`src/rtl/sram_2p_march_bist_ctrl_pkg.sv`:
```
// Shared state encoding and March C- element table for the 2P SRAM BIST sequencer.
// Pure declarations: no latency, no flow control.
package sram_bist_pkg;

  localparam int         NUM_ELEM  = 6;
  localparam logic [2:0] LAST_ELEM = 3'(NUM_ELEM - 1);

  typedef enum logic [1:0] {
    IDLE,
    RUN,
    DRAIN,
    DONE
  } state_e;

  // two_op elements read then write each address; single-op elements use has_rd to pick the op
  typedef struct packed {
    logic down;
    logic two_op;
    logic has_rd;
    logic rd_inv;
    logic wr_inv;
  } elem_t;

  localparam elem_t [NUM_ELEM-1:0] ELEM_TAB = {
    elem_t'{down: 1'b0, two_op: 1'b0, has_rd: 1'b1, rd_inv: 1'b0, wr_inv: 1'b0},  // E5 up(r D)
    elem_t'{down: 1'b1, two_op: 1'b1, has_rd: 1'b1, rd_inv: 1'b1, wr_inv: 1'b0},  // E4 down(r ~D, w D)
    elem_t'{down: 1'b1, two_op: 1'b1, has_rd: 1'b1, rd_inv: 1'b0, wr_inv: 1'b1},  // E3 down(r D, w ~D)
    elem_t'{down: 1'b0, two_op: 1'b1, has_rd: 1'b1, rd_inv: 1'b1, wr_inv: 1'b0},  // E2 up(r ~D, w D)
    elem_t'{down: 1'b0, two_op: 1'b1, has_rd: 1'b1, rd_inv: 1'b0, wr_inv: 1'b1},  // E1 up(r D, w ~D)
    elem_t'{down: 1'b0, two_op: 1'b0, has_rd: 1'b0, rd_inv: 1'b0, wr_inv: 1'b0}   // E0 up(w D)
  };

  function automatic logic elem_is_read(input logic two_op, input logic has_rd, input logic phase);
    return has_rd && !(two_op && phase);
  endfunction

endpackage

```
`src/rtl/sram_2p_march_bist_ctrl_if.sv`:
```
// Macro-facing BIST pin bundle: controller drives op pins, macro returns read data.
// Op pins are registered in the controller; read data is valid the cycle after a read op.
interface sram_2p_march_bist_ctrl_if #(
  parameter int ADDR_W = 8,
  parameter int DATA_W = 8
);

  logic              bist_en;
  logic              bist_men;
  logic              bist_wen;
  logic              bist_ren;
  logic [ADDR_W-1:0] bist_addr;
  logic [DATA_W-1:0] bist_din;
  logic [DATA_W-1:0] bist_bm;
  logic [DATA_W-1:0] bist_dout;

  modport master (
    output bist_en,
    output bist_men,
    output bist_wen,
    output bist_ren,
    output bist_addr,
    output bist_din,
    output bist_bm,
    input  bist_dout
  );

  modport slave (
    input  bist_en,
    input  bist_men,
    input  bist_wen,
    input  bist_ren,
    input  bist_addr,
    input  bist_din,
    input  bist_bm,
    output bist_dout
  );

endinterface

```
`src/rtl/sram_2p_march_bist_ctrl_addr_gen.sv`:
```
// Loadable up/down address counter; load/step take effect on the next clock edge.
// No backpressure: step is honoured every cycle it is asserted.
module sram_bist_addr_gen #(
  parameter int ADDR_W = 8
) (
  input  logic              clk,
  input  logic              rst_n,
  input  logic              load,
  input  logic              dir,
  input  logic              step,
  output logic [ADDR_W-1:0] addr,
  output logic              last
);

  logic dir_q;

  // dir=1 counts down from the top address, dir=0 counts up from zero
  always_ff @(posedge clk or negedge rst_n) begin
    if (!rst_n) begin
      addr  <= '0;
      dir_q <= 1'b0;
    end else if (load) begin
      addr  <= dir ? '1 : '0;
      dir_q <= dir;
    end else if (step) begin
      addr  <= dir_q ? (addr - ADDR_W'(1)) : (addr + ADDR_W'(1));
    end
  end

  assign last = dir_q ? (addr == '0) : (addr == '1);

endmodule

```
`src/rtl/sram_2p_march_bist_ctrl.sv`:
```
// March C- BIST sequencer for one 2P SRAM port; ops are registered, read data compared one cycle later.
// Runs free once started (no backpressure); start is ignored unless the sequencer is idle.
module sram_2p_march_bist_ctrl
  import sram_bist_pkg::*;
#(
  parameter int                ADDR_W     = 8,
  parameter int                DATA_W     = 8,
  parameter logic [DATA_W-1:0] BG_PATTERN = '0
) (
  input  logic                       clk_i,
  input  logic                       rst_ni,
  input  logic                       start_i,
  output logic                       busy_o,
  output logic                       done_o,
  output logic                       fail_o,
  output logic [ADDR_W-1:0]          fail_addr_o,
  output logic [2:0]                 fail_elem_o,
  sram_2p_march_bist_ctrl_if.master  bist
);

  localparam logic [DATA_W-1:0] PAT_D = BG_PATTERN;
  localparam logic [DATA_W-1:0] PAT_N = ~BG_PATTERN;

  state_e            state_q, state_d;
  logic [2:0]        elem_q, elem_d;
  logic              phase_q, phase_d;
  logic              issue;
  logic              ag_load, ag_dir, ag_step;
  logic [ADDR_W-1:0] addr;
  logic              addr_last;
  logic              cur_rd, nxt_rd;
  logic              busy_d, done_d, en_q, en_d;
  logic              men_q, men_d, wen_q, wen_d, ren_q, ren_d;
  logic [DATA_W-1:0] din_q, din_d, bm_q, bm_d;
  logic              cmp_vld_q, cmp_vld_d;
  logic [DATA_W-1:0] exp_q, exp_d;
  logic [ADDR_W-1:0] cmp_addr_q;
  logic [2:0]        cmp_elem_q;
  logic              fail_clr, mismatch;
  logic              fail_d;
  logic [ADDR_W-1:0] fail_addr_d;
  logic [2:0]        fail_elem_d;

  sram_bist_addr_gen #(
    .ADDR_W(ADDR_W)
  ) u_addr_gen (
    .clk   (clk_i),
    .rst_n (rst_ni),
    .load  (ag_load),
    .dir   (ag_dir),
    .step  (ag_step),
    .addr  (addr),
    .last  (addr_last)
  );

  assign cur_rd = elem_is_read(ELEM_TAB[elem_q].two_op, ELEM_TAB[elem_q].has_rd, phase_q);
  assign nxt_rd = elem_is_read(ELEM_TAB[elem_d].two_op, ELEM_TAB[elem_d].has_rd, phase_d);

  // elem/phase/addr always describe the op currently on the pins; *_d describe the next one
  always_comb begin
    state_d   = state_q;
    elem_d    = elem_q;
    phase_d   = phase_q;
    issue     = 1'b0;
    ag_load   = 1'b0;
    ag_dir    = 1'b0;
    ag_step   = 1'b0;
    busy_d    = busy_o;
    done_d    = done_o;
    en_d      = en_q;
    cmp_vld_d = 1'b0;
    exp_d     = exp_q;
    fail_clr  = 1'b0;
    unique case (state_q)
      IDLE: begin
        if (start_i) begin
          state_d  = RUN;
          elem_d   = '0;
          phase_d  = 1'b0;
          ag_load  = 1'b1;
          ag_dir   = ELEM_TAB[0].down;
          issue    = 1'b1;
          busy_d   = 1'b1;
          en_d     = 1'b1;
          done_d   = 1'b0;
          fail_clr = 1'b1;
        end
      end
      RUN: begin
        if (cur_rd) begin
          cmp_vld_d = 1'b1;
          exp_d     = ELEM_TAB[elem_q].rd_inv ? PAT_N : PAT_D;
        end
        if (ELEM_TAB[elem_q].two_op && !phase_q) begin
          phase_d = 1'b1;
          issue   = 1'b1;
        end else if (!addr_last) begin
          phase_d = 1'b0;
          ag_step = 1'b1;
          issue   = 1'b1;
        end else if (elem_q == LAST_ELEM) begin
          // reload to address 0 so the pins idle at zero outside RUN
          state_d = DRAIN;
          phase_d = 1'b0;
          ag_load = 1'b1;
          ag_dir  = 1'b0;
        end else begin
          elem_d  = elem_q + 3'd1;
          phase_d = 1'b0;
          ag_load = 1'b1;
          ag_dir  = ELEM_TAB[elem_d].down;
          issue   = 1'b1;
        end
      end
      DRAIN: begin
        state_d = DONE;
        busy_d  = 1'b0;
        en_d    = 1'b0;
        done_d  = 1'b1;
      end
      DONE: begin
        state_d = IDLE;
      end
      default: begin
        state_d = IDLE;
      end
    endcase
  end

  always_comb begin
    men_d = 1'b0;
    wen_d = 1'b0;
    ren_d = 1'b0;
    din_d = '0;
    bm_d  = '0;
    if (issue) begin
      men_d = 1'b1;
      ren_d = nxt_rd;
      wen_d = !nxt_rd;
      if (!nxt_rd) begin
        din_d = ELEM_TAB[elem_d].wr_inv ? PAT_N : PAT_D;
        bm_d  = '1;
      end
    end
  end

  assign mismatch = cmp_vld_q && (|(bist.bist_dout ^ exp_q));

  // only the first mismatch is located; later ones just keep the flag set
  always_comb begin
    fail_d      = fail_o;
    fail_addr_d = fail_addr_o;
    fail_elem_d = fail_elem_o;
    if (fail_clr) begin
      fail_d      = 1'b0;
      fail_addr_d = '0;
      fail_elem_d = '0;
    end else if (mismatch) begin
      fail_d = 1'b1;
      if (!fail_o) begin
        fail_addr_d = cmp_addr_q;
        fail_elem_d = cmp_elem_q;
      end
    end
  end

  always_ff @(posedge clk_i or negedge rst_ni) begin
    if (!rst_ni) begin
      state_q <= IDLE;
    end else begin
      state_q <= state_d;
    end
  end

  always_ff @(posedge clk_i or negedge rst_ni) begin
    if (!rst_ni) begin
      elem_q      <= '0;
      phase_q     <= 1'b0;
      busy_o      <= 1'b0;
      done_o      <= 1'b0;
      en_q        <= 1'b0;
      men_q       <= 1'b0;
      wen_q       <= 1'b0;
      ren_q       <= 1'b0;
      din_q       <= '0;
      bm_q        <= '0;
      cmp_vld_q   <= 1'b0;
      exp_q       <= '0;
      cmp_addr_q  <= '0;
      cmp_elem_q  <= '0;
      fail_o      <= 1'b0;
      fail_addr_o <= '0;
      fail_elem_o <= '0;
    end else begin
      elem_q      <= elem_d;
      phase_q     <= phase_d;
      busy_o      <= busy_d;
      done_o      <= done_d;
      en_q        <= en_d;
      men_q       <= men_d;
      wen_q       <= wen_d;
      ren_q       <= ren_d;
      din_q       <= din_d;
      bm_q        <= bm_d;
      cmp_vld_q   <= cmp_vld_d;
      exp_q       <= exp_d;
      cmp_addr_q  <= addr;
      cmp_elem_q  <= elem_q;
      fail_o      <= fail_d;
      fail_addr_o <= fail_addr_d;
      fail_elem_o <= fail_elem_d;
    end
  end

  assign bist.bist_en   = en_q;
  assign bist.bist_men  = men_q;
  assign bist.bist_wen  = wen_q;
  assign bist.bist_ren  = ren_q;
  assign bist.bist_addr = addr;
  assign bist.bist_din  = din_q;
  assign bist.bist_bm   = bm_q;

endmodule
```
`src/flat_wrapper.sv`:
```
// flat-port wrapper written by rule: the top's interface ports become plain ports
module sram_2p_march_bist_ctrl_flat import sram_bist_pkg::*;
#(
  parameter int                ADDR_W     = 8,
  parameter int                DATA_W     = 8,
  parameter logic [DATA_W-1:0] BG_PATTERN = '0
)
  (clk_i, rst_ni, start_i, busy_o, done_o, fail_o, fail_addr_o, fail_elem_o, bist_bist_en, bist_bist_men, bist_bist_wen, bist_bist_ren, bist_bist_addr, bist_bist_din, bist_bist_bm, bist_bist_dout);
  sram_2p_march_bist_ctrl_if #(.ADDR_W(ADDR_W), .DATA_W(DATA_W)) bist_i ();
  input  logic clk_i;
  input  logic rst_ni;
  input  logic start_i;
  output logic busy_o;
  output logic done_o;
  output logic fail_o;
  output logic [ADDR_W-1:0] fail_addr_o;
  output logic [2:0] fail_elem_o;
  output wire logic [$bits(bist_i.bist_en)-1:0] bist_bist_en;
  output wire logic [$bits(bist_i.bist_men)-1:0] bist_bist_men;
  output wire logic [$bits(bist_i.bist_wen)-1:0] bist_bist_wen;
  output wire logic [$bits(bist_i.bist_ren)-1:0] bist_bist_ren;
  output wire logic [$bits(bist_i.bist_addr)-1:0] bist_bist_addr;
  output wire logic [$bits(bist_i.bist_din)-1:0] bist_bist_din;
  output wire logic [$bits(bist_i.bist_bm)-1:0] bist_bist_bm;
  input wire logic [$bits(bist_i.bist_dout)-1:0] bist_bist_dout;
  assign bist_bist_en = bist_i.bist_en;
  assign bist_bist_men = bist_i.bist_men;
  assign bist_bist_wen = bist_i.bist_wen;
  assign bist_bist_ren = bist_i.bist_ren;
  assign bist_bist_addr = bist_i.bist_addr;
  assign bist_bist_din = bist_i.bist_din;
  assign bist_bist_bm = bist_i.bist_bm;
  assign bist_i.bist_dout = bist_bist_dout;
  sram_2p_march_bist_ctrl #(.ADDR_W(ADDR_W), .DATA_W(DATA_W), .BG_PATTERN(BG_PATTERN)) u_core (.clk_i(clk_i), .rst_ni(rst_ni), .start_i(start_i), .busy_o(busy_o), .done_o(done_o), .fail_o(fail_o), .fail_addr_o(fail_addr_o), .fail_elem_o(fail_elem_o), .bist(bist_i));
endmodule
```
`config.mk`:
```
export PLATFORM = sky130hd
export DESIGN_NAME = sram_2p_march_bist_ctrl_flat
export DESIGN_NICKNAME = d
export VERILOG_FILES = /design/src/rtl/sram_2p_march_bist_ctrl_pkg.sv /design/src/rtl/sram_2p_march_bist_ctrl_if.sv /design/src/rtl/sram_2p_march_bist_ctrl_addr_gen.sv /design/src/rtl/sram_2p_march_bist_ctrl.sv /design/src/flat_wrapper.sv
export SDC_FILE = /design/constraint.sdc
export NUM_CORES = 1
export LEC_CHECK = 0
export CAP_MARGIN = 20
export CORE_MARGIN = 2
export CORE_UTILIZATION = 50
export CTS_CLUSTER_DIAMETER = 50
export CTS_CLUSTER_SIZE = 25
export DETAILED_ROUTE_END_ITERATION = 8
export MAX_ROUTING_LAYER = met4
export PLACE_DENSITY = 0.79
export SETUP_SLACK_MARGIN = 0.1
export SKIP_CTS_REPAIR_TIMING = 1
export SLEW_MARGIN = 10
export SYNTH_ARGS = -nofsm -noshare
export SYNTH_HDL_FRONTEND = slang
export SYNTH_SLANG_ARGS = --single-unit
```
`constraint.sdc`:
```
create_clock -name clk_i -period 5 [get_ports clk_i]
set_clock_uncertainty 0.15 [all_clocks]
set_input_delay 0.5 -clock clk_i [delete_from_list [all_inputs] [get_ports clk_i]]
set_output_delay 0.5 -clock clk_i [all_outputs]
set_load 0.02 [all_outputs]
```
==> run metrics, run 1 <==
status=finished, final reports clean; pre-CTS setup slack=about 2.1 ns; final-report hold violation count=0; total of max-cap violations=0; combinational family with the most area after synthesis=compound AO/OA/AOI/OAI gates; synthesized flop and latch total=46; Num CTS Buffers=5; post-layout util=between 60 and 70%; Synth Area in Compound Gates=about a fifth; Finished Cell Area=approximately 3100 um^2; clock latency on the worst-skew pair=just over 0.3 ns; XOR/XNOR share of the synthesized area=roughly 1.4%; number of global-route vias before repair=between 1500 and 2000; drt wl/cell=roughly 15 um; initial drt markers=96; cell leakage power=around 0.0013 uW; critical path type=reg -> reg; post-synthesis average cell area=10.5 um^2; start point of the worst min-delay path=u_core.cmp_addr_q[7]; number of antenna violations at the first check in global routing=0; Critical Path AT=2.73 ns; number of placed I/O pins=53; Critical Path Start Type=flip-flop; synthesized area=between 2000 and 2500 um^2; Primary FF master, synth=sky130_fd_sc_hd__dfrtp_1; Power per Cell Area=648 nW/um^2; synthesis-to-finish area growth=23.2%; startpoint of the most critical setup path=u_core.elem_q[0]; initial core utilization=52.4%; number of sinks handled by clock tree synthesis=46; ratio of final minimum period to clock period=about 53%; remaining number of nets flagged by the antenna check after routing=0; Max Freq=377 MHz; Total Nets Final=around 300; full die area=roughly 5600 um^2; distinct cell type count of the synthesized netlist=54; setup TNS after final layout=0 ns; launch instance of the worst register-to-register path=u_core.elem_q[0]; RSZ-0062 raised after global routing=no; wire length of the first global-routing pass=around 8100 um; sequential share of the synthesized area=between 40% and 50%; post-layout min period=around 2.7 ns; Post-Syn Nets=between 200 and 300; Mapped Cells=237; area post-placement=roughly 3000 um^2; area share of fa/ha/maj cells after synthesis=between 7 and 8%; Die Width=74.6 um; fraction of registers with async set/reset=between 90% and 100%; Slew Limit Fails=0; post-synthesis mux area share=approximately 3.2%; cell chosen for the clock root=sky130_fd_sc_hd__clkbuf_8; pin slew with the least headroom to its limit=0.776 ns; Worst slew margin=between 40 and 50%; worst path required time=approximately 5.1 ns; number of buffers added on ports=52; EDFF count, synth=0; TritonCTS clock tree=done; clock edge transition at the registers on the reported setup and hold paths=approximately 0.090 ns; number of buffers on the longest clock path=2; total core area=4750 um^2; post-DR vias/cell=between 5 and 6; half-perimeter wire length after placement=approximately 3600 um; total congestion overflow after global routing=0; fraction of final layout cells with drive strength greater than 1=9.71%; crit path capture type=flip-flop; overall via count from detail_route=roughly 1900; Rows=25; peak supply drop=0.000389 V; type of the worst min-delay path=reg -> reg; count of H-tree levels built during CTS=2; Ant. Diodes=0; final weighted congestion in routability-driven placement=0.853; simple-gate portion of the synthesized area=14.1%; largest driver fanout on the critical path=11; min setup slack post-route=approximately 2.3 ns; Detailed Route WL=about 5100 um; warnings from Yosys=0; overall track demand over capacity in global routing=between 10% and 20%; overall die height=around 75 um; DR pass1 iterations=4; pin count of the biggest net entering global routing=between 40 and 50; # DRC=0; final setup violation count=0
critical path, stage by stage (launching register included):
cell	delay [ns]
sky130_fd_sc_hd__dfrtp_1	0.53
sky130_fd_sc_hd__inv_1	0.16
sky130_fd_sc_hd__ha_1	0.24
sky130_fd_sc_hd__mux2_4	0.28
sky130_fd_sc_hd__or2_2	0.32
sky130_fd_sc_hd__a21o_1	0.32
sky130_fd_sc_hd__o21a_1	0.20
sky130_fd_sc_hd__and3_2	0.20
sky130_fd_sc_hd__nor3_1	0.17
sequential cells by signal, indices dropped and copies added (netlist names), 2 cells and up:
| signal | flops |
|---|---|
| u_core.fail_addr_o | 8 |
| u_core.cmp_addr_q | 8 |
| u_core.elem_q | 3 |
| u_core.cmp_elem_q | 3 |
| u_core.state_q | 2 |
| u_core.u_addr_gen.addr | 8 |
| u_core.fail_elem_o | 3 |
cells in the mapped netlist, types with 2 or more instances:
| library cell | count | area share, % |
|---|---|---|
| sky130_fd_sc_hd__and2_1 | 2 | 0.50 |
| sky130_fd_sc_hd__o211ai_1 | 4 | 1.2 |
| sky130_fd_sc_hd__a21oi_1 | 6 | 1.2 |
| sky130_fd_sc_hd__o22a_1 | 3 | 1.1 |
| sky130_fd_sc_hd__dfrtp_1 | 46 | 46 |
| sky130_fd_sc_hd__xnor2_1 | 3 | 1.1 |
| sky130_fd_sc_hd__clkbuf_1 | 3 | 0.45 |
| sky130_fd_sc_hd__nand3_1 | 5 | 1.0 |
| sky130_fd_sc_hd__o21ai_0 | 7 | 1.4 |
| sky130_fd_sc_hd__nand4_1 | 3 | 0.75 |
| sky130_fd_sc_hd__mux2i_1 | 3 | 1.2 |
| sky130_fd_sc_hd__mux2_2 | 3 | 1.4 |
| sky130_fd_sc_hd__o31ai_1 | 2 | 0.60 |
| sky130_fd_sc_hd__nor3_1 | 6 | 1.2 |
| sky130_fd_sc_hd__o211a_1 | 2 | 0.80 |
| sky130_fd_sc_hd__ha_1 | 14 | 7.0 |
| sky130_fd_sc_hd__nor2b_1 | 2 | 0.50 |
| sky130_fd_sc_hd__a211oi_1 | 2 | 0.60 |
| sky130_fd_sc_hd__nor2_1 | 20 | 3.0 |
| sky130_fd_sc_hd__inv_1 | 14 | 2.1 |
| sky130_fd_sc_hd__o21a_1 | 6 | 1.8 |
| sky130_fd_sc_hd__a22o_1 | 11 | 3.9 |
| sky130_fd_sc_hd__nor4_1 | 4 | 1.0 |
| sky130_fd_sc_hd__and3_1 | 2 | 0.50 |
| sky130_fd_sc_hd__nand2_1 | 15 | 2.3 |
| sky130_fd_sc_hd__o21ai_2 | 3 | 1.1 |
| sky130_fd_sc_hd__o22ai_1 | 2 | 0.50 |
| sky130_fd_sc_hd__buf_4 | 17 | 5.1 |
| sky130_fd_sc_hd__and3_2 | 2 | 0.60 |
power breakdown:
group | leakage, uW | switching, uW | internal [uW] | total [uW]
Sequential | 0.000581 | 139 | 510 | 649
Clock | 0.0000408 | 135 | 100 | 235
Combinational | 0.000705 | 600 | 504 | 1100
Total | 0.00133 | 874 | 1110 | 1990
metrics by stage:
stage               power (uW)  hold slack, ns  std cells
detailed placement        1750           0.303        335
finish                    1990           0.320        345
global route              2140           0.330        345
global placement          1720           0.295        335
CTS                       1990           0.234        343
floorplan                 1420          0.0544        237
cells in the final DEF (no fill, tap or decap), types with 6 or more instances in the layout:
cell type	instances
sky130_fd_sc_hd__o21ai_0	7
sky130_fd_sc_hd__nand2_1	15
sky130_fd_sc_hd__nor2_1	20
sky130_fd_sc_hd__nor3_1	6
sky130_fd_sc_hd__a22o_1	11
sky130_fd_sc_hd__a21oi_1	6
sky130_fd_sc_hd__inv_1	14
sky130_fd_sc_hd__clkdlybuf4s50_1	51
sky130_fd_sc_hd__o21a_1	6
sky130_fd_sc_hd__dfrtp_1	46
sky130_fd_sc_hd__ha_1	14
cells by family after synthesis:
group,after synthesis
adder cells (fa/ha/maj),15
AO/OA/AOI/OAI,60
multiplexers,7
XOR/XNOR,4
AND/OR/NAND/NOR,70
flip-flops,46
buffers and inverters,35
layout make-up:
cell class,count,area [um^2]
Multi-Input combinational cell,156,1140
Clock inverter,3,23.8
Timing Repair Buffer,54,546
Sequential cell,46,1150
Tap cell,67,83.8
Fill cell,402,1690
Inverter,14,52.6
Clock buffer,5,68.8
worst paths after layout:
path                       depth (start not counted)  slack [ns]                         to
max in group asynchronous                          3        3.84    u_core.u_addr_gen.dir_q
min                                                1        0.32      u_core.fail_addr_o[7]
min reg2reg                                        1        0.32      u_core.fail_addr_o[7]
max                                                8        2.35  u_core.u_addr_gen.addr[7]
min in group asynchronous                          2        0.41  u_core.u_addr_gen.addr[4]
max reg2reg                                        8        2.35  u_core.u_addr_gen.addr[7]
layer usage:
layer  global-route usage (%)  part of all wire, %
met5                        -                    0
met4                     7.94                  2.0
met3                     5.01                  5.9
met2                     29.7                   48
met1                     25.4                   44
Power figures use the tool's default switching activity.
==> run 2: changes to the inputs <==
- clock period: 5 -> 2.5 ns (I/O delays scaled with it)
==> run 2 against run 1 <==
Against the previous run: register-to-register slack got worse by 2.2 ns; cell area increased by 5.5%; clock-buffer cell count stayed put; combinational power increased by 130%; critical path depth is the same; worst hold slack lost 0.062 ns; non-clock buffer count grew 18.
==> run metrics, run 2 (same netlist as run 1, synthesis figures left out) <==
number of sinks handled by clock tree synthesis=46; pin count of the biggest net entering global routing=20; pin slew with the least headroom to its limit=approximately 0.73 ns; cell chosen for the clock root=sky130_fd_sc_hd__clkbuf_8; number of antenna violations at the first check in global routing=0; largest driver fanout on the critical path=6; area post-placement=about 3100 um^2; number of buffers on the longest clock path=2; status=finished, final reports clean; cell leakage power=approximately 0.0014 uW; synthesis-to-finish area growth=29.9%; overall die height=between 70 and 80 um; worst path required time=approximately 2.6 ns; total congestion overflow after global routing=0; count of H-tree levels built during CTS=2; total of max-cap violations=0; initial drt markers=just over 100; # DRC=0; Die Width=approximately 75 um; Critical Path AT=2.41 ns; Num CTS Buffers=5; Worst slew margin=51.5%; Detailed Route WL=5460 um; DR pass1 iterations=4; TritonCTS clock tree=done; clock edge transition at the registers on the reported setup and hold paths=roughly 0.09 ns; number of placed I/O pins=53; overall via count from detail_route=slightly below 2000; full die area=5560 um^2; final weighted congestion in routability-driven placement=between 0.8 and 0.9; commonest non-fill, non-tap cells in the layout=sky130_fd_sc_hd__clkdlybuf4s50_1, sky130_fd_sc_hd__dfrtp_1, sky130_fd_sc_hd__nor2_1; type of the worst min-delay path=in -> async; initial core utilization=a little over half; final setup violation count=0; peak supply drop=roughly 0.00078 V; ratio of final minimum period to clock period=94.4%; setup TNS after final layout=0 ns; overall track demand over capacity in global routing=between 20% and 30%; crit path capture type=flip-flop; Ant. Diodes=0; half-perimeter wire length after placement=between 3000 and 4000 um; Critical Path Start Type=flip-flop; Power per Cell Area=1310 nW/um^2; critical path type=reg -> reg; clock latency on the worst-skew pair=0.31 ns; fraction of final layout cells with drive strength greater than 1=between 15 and 20%; final-report hold violation count=0; most common cell after layout, fill and taps aside=sky130_fd_sc_hd__clkdlybuf4s50_1; RSZ-0062 raised after global routing=yes; remaining number of nets flagged by the antenna check after routing=0; total core area=roughly 4800 um^2; Slew Limit Fails=0; Max Freq=424 MHz; drt wl/cell=15.0 um; wire length of the first global-routing pass=8630 um; registers with the most flip-flops=u_core.cmp_addr_q (8), u_core.fail_addr_o (8), u_core.u_addr_gen.addr (8); post-DR vias/cell=5.48; number of inserted filler cells in the final layout=approximately 370; Finished Cell Area=roughly 3200 um^2; post-layout min period=between 2 and 2.5 ns; number of global-route vias before repair=~1900; Rows=25; Total Nets Final=between 300 and 400; number of buffers added on ports=52
-- run 2: changes by cell type in the layout (fill, tap and decap cells not counted), sizes merged --
cell	before	now
buf	2	20
-- run 2: stage by stage --
stage	hold slack (ns)	worst slack, ns	instances	power [uW]	util [%]
2_1_floorplan	-0.196	0.132	237	2840	-
3_3_place_gp	0.0548	0.0809	353	3590	64.8
3_5_place_dp	0.0610	0.0604	353	3670	64.8
4_1_cts	-0.274	0.0686	361	4140	66.7
5_1_grt	0.298	0.0435	363	4520	68.1
6_report	0.258	0.140	363	4220	68.1
-- run 2: area by class of cell --
class,instances,area (um^2),share of cell area (%)
tap,67,83.8,2.59
clock inverter,3,23.8,0.735
multi-input combinational,156,1190,36.7
inverter,14,52.6,1.62
timing repair buffer,72,668,20.6
sequential,46,1150,35.6
clock buffer,5,68.8,2.13
-- run 2: routing by layer --
layer  routed length (um)  GRT usage (%)  vias up
li1                     -              -      952
met2                 2720           33.4       65
met4                   80           6.75        0
met3                  289           4.34        9
met1                 2370           26.5      962
met5                    0              -        -
-- run 2: final timing paths --
check	start	end	slack, ns	cells past startpoint
max	u_core.elem_q[1]	u_core.bist.bist_ren	0.14	8
min	rst_ni	u_core.cmp_addr_q[4]	0.26	2
max reg2reg	u_core.elem_q[1]	u_core.bist.bist_ren	0.14	8
min reg2reg	u_core.cmp_addr_q[2]	u_core.fail_addr_o[2]	0.32	1
max in group asynchronous	rst_ni	u_core.bist.bist_bm[6]	1.37	3
min in group clk_i	u_core.cmp_addr_q[2]	u_core.fail_addr_o[2]	0.32	1
-- run 2: critical path, stage by stage, from the launching register on --
cell	delay [ns]
sky130_fd_sc_hd__dfrtp_1	0.39
sky130_fd_sc_hd__inv_1	0.09
sky130_fd_sc_hd__ha_2	0.18
sky130_fd_sc_hd__mux2_4	0.16
sky130_fd_sc_hd__nor2_2	0.06
sky130_fd_sc_hd__or4_1	0.50
sky130_fd_sc_hd__o221a_4	0.30
sky130_fd_sc_hd__or2_1	0.24
sky130_fd_sc_hd__o21a_1	0.18
-- run 2: report_power, final --
| part | switching, uW | total [uW] | leakage [uW] | internal (uW) |
|---|---|---|---|---|
| clock network | 272 | 472 | 0.0000408 | 200 |
| logic | 1340 | 2510 | 0.000794 | 1170 |
| registers | 222 | 1240 | 0.000579 | 1020 |
| total | 1840 | 4220 | 0.00141 | 2390 |
